[src/rtl/booth_seq_mul_pkg.sv]
// Shared definitions for the sequential Booth multiplier and the ALU it borrows as its adder.
package booth_seq_mul_pkg;

  localparam int unsigned WIDTH  = 32;
  localparam int unsigned CNT_W  = 6;
  localparam int unsigned PROD_W = 2 * WIDTH;

  typedef enum logic [1:0] {
    OP_AND = 2'b00,
    OP_OR  = 2'b01,
    OP_ADD = 2'b10,
    OP_SLT = 2'b11
  } alu_op_e;

  typedef enum logic [1:0] {
    ST_IDLE = 2'b00,
    ST_RUN  = 2'b01,
    ST_DONE = 2'b10
  } state_e;

endpackage

[src/rtl/booth_seq_mul_if.sv]
// Request/response bundle between the execute stage and the multiplier.
interface booth_seq_mul_if;
  import booth_seq_mul_pkg::*;

  logic              start_i;
  logic [WIDTH-1:0]  src1_i;
  logic [WIDTH-1:0]  src2_i;
  logic              busy_o;
  logic              done_o;
  logic [PROD_W-1:0] result_o;

  modport master (output start_i, src1_i, src2_i, input busy_o, done_o, result_o);
  modport slave  (input start_i, src1_i, src2_i, output busy_o, done_o, result_o);
endinterface

[src/rtl/booth_seq_mul_alu.sv]
// The existing 32-bit ALU; invert_b also supplies the carry-in so a - b is a + ~b + 1.
module booth_seq_mul_alu
  import booth_seq_mul_pkg::*;
(
  input  logic [WIDTH-1:0] a,
  input  logic [WIDTH-1:0] b,
  input  logic             invert_a,
  input  logic             invert_b,
  input  alu_op_e          operation,
  output logic [WIDTH-1:0] result,
  output logic             overflow,
  output logic             zero
);

  logic [WIDTH-1:0] a_eff;
  logic [WIDTH-1:0] b_eff;
  logic [WIDTH-1:0] sum;

  always_comb begin
    a_eff    = invert_a ? ~a : a;
    b_eff    = invert_b ? ~b : b;
    sum      = a_eff + b_eff + WIDTH'(invert_b);
    overflow = (a_eff[WIDTH-1] == b_eff[WIDTH-1]) && (sum[WIDTH-1] != a_eff[WIDTH-1]);
    case (operation)
      OP_AND:  result = a_eff & b_eff;
      OP_OR:   result = a_eff | b_eff;
      OP_ADD:  result = sum;
      OP_SLT:  result = WIDTH'(sum[WIDTH-1] ^ overflow);
      default: result = sum;
    endcase
    zero = (result == '0);
  end

endmodule

[src/rtl/booth_seq_mul.sv]
// Signed 32x32->64 radix-2 Booth multiplier, one step per clock, using the shared ALU as adder.
module booth_seq_mul
  import booth_seq_mul_pkg::*;
(
  input  logic            clk_i,
  input  logic            rst_i,
  booth_seq_mul_if.slave  bus
);

  state_e           state_q, state_nxt;
  logic [WIDTH-1:0] a_q, a_nxt;
  logic [WIDTH-1:0] q_q, q_nxt;
  logic [WIDTH-1:0] m_q, m_nxt;
  logic             qm1_q, qm1_nxt;
  logic [CNT_W-1:0] cnt_q, cnt_nxt;
  logic             busy_q, done_q;

  logic             use_alu;
  logic             alu_inv_b;
  logic [WIDTH-1:0] alu_res;
  logic             alu_ovf;
  logic             alu_zero_unused;
  logic [WIDTH-1:0] a_step;
  logic             sign_bit;

  booth_seq_mul_alu u_alu (
    .a         (a_q),
    .b         (m_q),
    .invert_a  (1'b0),
    .invert_b  (alu_inv_b),
    .operation (OP_ADD),
    .result    (alu_res),
    .overflow  (alu_ovf),
    .zero      (alu_zero_unused)
  );

  // Booth recoding; the sign fix-up keeps the 33-bit intermediate correct after the shift
  always_comb begin
    use_alu   = 1'b0;
    alu_inv_b = 1'b0;
    case ({q_q[0], qm1_q})
      2'b01:   use_alu = 1'b1;
      2'b10: begin
        use_alu   = 1'b1;
        alu_inv_b = 1'b1;
      end
      default: use_alu = 1'b0;
    endcase
    a_step   = use_alu ? alu_res : a_q;
    sign_bit = use_alu ? (alu_res[WIDTH-1] ^ alu_ovf) : a_q[WIDTH-1];
  end

  always_comb begin
    state_nxt = state_q;
    a_nxt     = a_q;
    q_nxt     = q_q;
    m_nxt     = m_q;
    qm1_nxt   = qm1_q;
    cnt_nxt   = cnt_q;
    case (state_q)
      ST_IDLE, ST_DONE: begin
        if (bus.start_i) begin
          m_nxt     = bus.src1_i;
          q_nxt     = bus.src2_i;
          a_nxt     = '0;
          qm1_nxt   = 1'b0;
          cnt_nxt   = '0;
          state_nxt = ST_RUN;
        end else begin
          state_nxt = ST_IDLE;
        end
      end
      ST_RUN: begin
        a_nxt   = {sign_bit, a_step[WIDTH-1:1]};
        q_nxt   = {a_step[0], q_q[WIDTH-1:1]};
        qm1_nxt = q_q[0];
        cnt_nxt = cnt_q + CNT_W'(1);
        if (cnt_q == CNT_W'(WIDTH - 1)) state_nxt = ST_DONE;
      end
      default: state_nxt = ST_IDLE;
    endcase
  end

  always_ff @(posedge clk_i) begin
    if (!rst_i) begin
      state_q <= ST_IDLE;
      a_q     <= '0;
      q_q     <= '0;
      m_q     <= '0;
      qm1_q   <= 1'b0;
      cnt_q   <= '0;
      busy_q  <= 1'b0;
      done_q  <= 1'b0;
    end else begin
      state_q <= state_nxt;
      a_q     <= a_nxt;
      q_q     <= q_nxt;
      m_q     <= m_nxt;
      qm1_q   <= qm1_nxt;
      cnt_q   <= cnt_nxt;
      busy_q  <= (state_nxt == ST_RUN);
      done_q  <= (state_nxt == ST_DONE);
    end
  end

  assign bus.busy_o   = busy_q;
  assign bus.done_o   = done_q;
  assign bus.result_o = {a_q, q_q};

endmodule

[src/flat_wrapper.sv]
// flat-port wrapper written by rule: the top's interface ports become plain ports
module booth_seq_mul_flat import booth_seq_mul_pkg::*;
  (clk_i, rst_i, bus_start_i, bus_src1_i, bus_src2_i, bus_busy_o, bus_done_o, bus_result_o);
  booth_seq_mul_if bus_i ();
  input  logic clk_i;
  input  logic rst_i;
  input wire logic [$bits(bus_i.start_i)-1:0] bus_start_i;
  input wire logic [$bits(bus_i.src1_i)-1:0] bus_src1_i;
  input wire logic [$bits(bus_i.src2_i)-1:0] bus_src2_i;
  output wire logic [$bits(bus_i.busy_o)-1:0] bus_busy_o;
  output wire logic [$bits(bus_i.done_o)-1:0] bus_done_o;
  output wire logic [$bits(bus_i.result_o)-1:0] bus_result_o;
  assign bus_i.start_i = bus_start_i;
  assign bus_i.src1_i = bus_src1_i;
  assign bus_i.src2_i = bus_src2_i;
  assign bus_busy_o = bus_i.busy_o;
  assign bus_done_o = bus_i.done_o;
  assign bus_result_o = bus_i.result_o;
  booth_seq_mul u_core (.clk_i(clk_i), .rst_i(rst_i), .bus(bus_i));
endmodule
[config.mk]
export PLATFORM = sky130hd
export DESIGN_NAME = booth_seq_mul_flat
export DESIGN_NICKNAME = d
export VERILOG_FILES = /design/src/rtl/booth_seq_mul_pkg.sv /design/src/rtl/booth_seq_mul_if.sv /design/src/rtl/booth_seq_mul_alu.sv /design/src/rtl/booth_seq_mul.sv /design/src/flat_wrapper.sv
export SDC_FILE = /design/constraint.sdc
export NUM_CORES = 1
export LEC_CHECK = 0
export ABC_AREA = 1
export BUFFER_PORTS_ARGS = -buffer_cell sky130_fd_sc_hd__buf_2
export CAP_MARGIN = 20
export CORE_MARGIN = 1.5
export CORE_UTILIZATION = 25
export DETAILED_ROUTE_END_ITERATION = 6
export PLACE_DENSITY = 0.54
export SKIP_LAST_GASP = 1
export SYNTH_ARGS = -nofsm -noshare
export SYNTH_HDL_FRONTEND = slang
export SYNTH_SLANG_ARGS = --single-unit
[constraint.sdc]
create_clock -name clk_i -period 2.7 [get_ports clk_i]
set_input_delay 0 -clock clk_i [delete_from_list [all_inputs] [get_ports clk_i]]
set_output_delay 0 -clock clk_i [all_outputs]
set_load 0.01 [all_outputs]
==> out/summary.txt <==
Final GP Congestion = 0.890
CTS tree = built
Clock Path Buffers = 2
Cells after Synth = 1050
Die Ht = 169 um
Initial DRC Count = 403
DRC = 0
Ports = 133
die area = 28500 um^2
core area = 27000 um^2
Area after DPL = 8040 um^2
Worst Setup EP = u_core.a_q[12]$_SDFFE_PN0P_
worst-skew pair later-pin latency = 0.36 ns
Fill cells = 2972
FMAX = 0.396 GHz
count of input and output buffers = 132
Die X = 169 um
Layout area overhead = 30.9%
status = finished clean
Worst Reg-to-Reg Cells = 14
most common cell after layout, fill and taps aside = nand2_1
final-report setup violation count = 0
share of layout cells above drive strength 1 = 0.196
Post-Route WL = 22600 um
Worst Setup SP = u_core.q_q[0]$_SDFFE_PN0P_
initial antenna violation count = 0
Synth Cell Area = 6880 um^2
fin crit share = 0.935
Max-Cap Viols = 0
max-slew violation count = 0
first-pass GRT wire length = 35600 um
Period minus WS final = 2.52 ns
VDD IR-drop max = 0.288 mV
Detail Route Antenna Nets = 0
GRT Residual Overflow = 0
H-tree depth = 3
PwrDens = 451 nW/um^2
area of the multi-input gates = 4060 um^2
CP Capture Type = register
drt first pass iters = 5
Synth Register Bits = 107
RSZ-0062 raised after global routing = true
clock root buffer = clkbuf_16
vias = 7235
clock-pin slew on the worst setup and hold paths = 0.08 ns
HPWL after detailed placement = 16800 um
post-CTS setup buffer count = 0
Leak Pwr = 4.32 nW
CTS buffer count = 9
Synth Warn # = 0
Wirelength per Cell = 14.2 um
total track usage = 0.157
Setup crit start kind = register
Register Area = 2140 um^2
row cnt = 60
CP arrival = 2.77 ns
vias in the first global route = 7055
drt via density = 4.54
critical-path maximum fanout = 4
worst r2r src = u_core.q_q[0]$_SDFFE_PN0P_
commonest non-fill, non-tap cells in the layout = 283 x nand2_1, 132 x buf_2, 131 x inv_1
Clock Skews = 0.0114 ns
ANT cells = 0
syn nets = 1157
Seq/Total Area, Yosys = 0.311
Initial Util = 0.255
Hold/Removal Path Class = input pin to register
syn_area_per_cell = 6.56 um^2
critical path required time = 2.95 ns
reg-to-reg slack, setup = 0.18 ns
Final Cell Area = 9010 um^2
worst slew pin tran = 0.719 ns
CP Class = register to register
Final Util = 0.333
Hold Fails Final Rpt = 0
Relative slew margins = 0.520
Distinct cells, synth = 40
Nets = 1355
setup_tns = 0 ns
pin count of the biggest net entering global routing = 66
clock sink count = 107
capture point of the worst reg-to-reg path = u_core.a_q[12]$_SDFFE_PN0P_
-- what timing repair did --
action / in CTS / in global routing
resized for setup: 0 / 13
hold buffers: 64 / 0
endpoints found under the hold margin: 64 / 0
endpoints found under the setup margin: 0 / 17
-- synthesized netlist by cell type, drive strengths merged --
library cell	n	area, um^2
nand3	49	270
o22ai	17	106
fa	1	20.0
a21o	1	7.51
nand3b	5	37.5
buf	20	103
a21oi	56	299
nand4	4	25.0
a221oi	2	17.5
a2bb2oi	1	8.76
a311oi	1	8.76
dfxtp	107	2140
a22oi	7	52.6
clkbuf	19	71.3
or2	11	68.8
inv	146	548
a31oi	40	250
xnor2	3	26.3
ha	39	488
xor2	31	272
o21ai	59	295
nand2	303	1180
nor3	9	56.3
o21bai	4	30.0
nand2b	1	6.26
nor2	114	497
-- where the power goes --
part | leakage [nW] | internal [mW] | switching (mW)
Clock | 0.139 | 0.669 | 0.670
Combinational | 3.30 | 0.407 | 0.570
Sequential | 0.877 | 1.67 | 0.0756
-- area by class of cell --
cell class | count | area share
Sequential cell | 107 | 0.238
Timing Repair Buffer | 226 | 0.171
Inverter | 146 | 0.0608
Clock buffer | 11 | 0.0269
Multi-Input combinational cell | 758 | 0.451
Tap cell | 341 | 0.0474
Clock inverter | 5 | 0.00500
-- through the flow --
stage	cells	power, mW	hold WS, ns	worst slack, ns
2_1_floorplan	1050	2.35	0.148	0.253
3_3_place_gp	1514	2.67	0.246	0.192
3_5_place_dp	1514	2.68	0.256	0.185
4_1_cts	1594	4.09	0.137	0.154
5_1_grt	1594	4.27	0.201	-0.0503
6_report	1594	4.06	0.154	0.176
-- metal layers --
layer  up-vias  wire, um  track usage
met5         -         0            0
met4         0       238       0.0353
met3        13       947       0.0267
met2       151     10700        0.273
met1      3315     10700        0.202
li1       3756         -            -
-- sequential cells by signal (all words and copies together), names as in the netlist --
| register | cells |
|---|---|
| u_core.q_q | 32 |
| u_core.state_q | 2 |
| u_core.bus.done_o | 1 |
| u_core.m_q | 32 |
| u_core.cnt_q | 6 |
| u_core.qm1_q | 1 |
| u_core.bus.busy_o | 1 |
| u_core.a_q | 32 |
-- worst min path at each step --
stage,from,end,cells after the start
floorplan,bus_src2_i[17],u_core.q_q[17]$_SDFFE_PN0P_,2
global placement,bus_src2_i[8],u_core.q_q[8]$_SDFFE_PN0P_,3
detailed placement,bus_src1_i[2],u_core.m_q[2]$_SDFFE_PN0P_,3
CTS,rst_i,u_core.qm1_q$_SDFFE_PN0P_,3
global route,rst_i,u_core.qm1_q$_SDFFE_PN0P_,3
finish,rst_i,u_core.qm1_q$_SDFFE_PN0P_,3
-- worst max-delay path: stages (launching register included) --
cell	delay, ns
dfxtp_2	0.36
ha_2	0.21
buf_4	0.14
buf_4	0.14
xor2_1	0.20
ha_1	0.29
nand2_1	0.08
nand2_1	0.07
nand2_1	0.12
nand2_1	0.08
a21oi_1	0.18
nand2_2	0.12
or2_1	0.22
nand3_1	0.11
a21oi_1	0.08
-- logic make-up (layout without fill, tap and decap cells) --
family                   after synthesis  after routing  synth area share
AND/OR/NAND/NOR                      496            496             0.311
flip-flops                           107            107             0.311
buffers and inverters                185            388             0.105
AO/OA/AOI/OAI                        188            188             0.156
XOR/XNOR                              34             34            0.0433
adder cells (fa/ha/maj)               40             40            0.0738
Note: power is estimated with default switching activity, not from simulation.
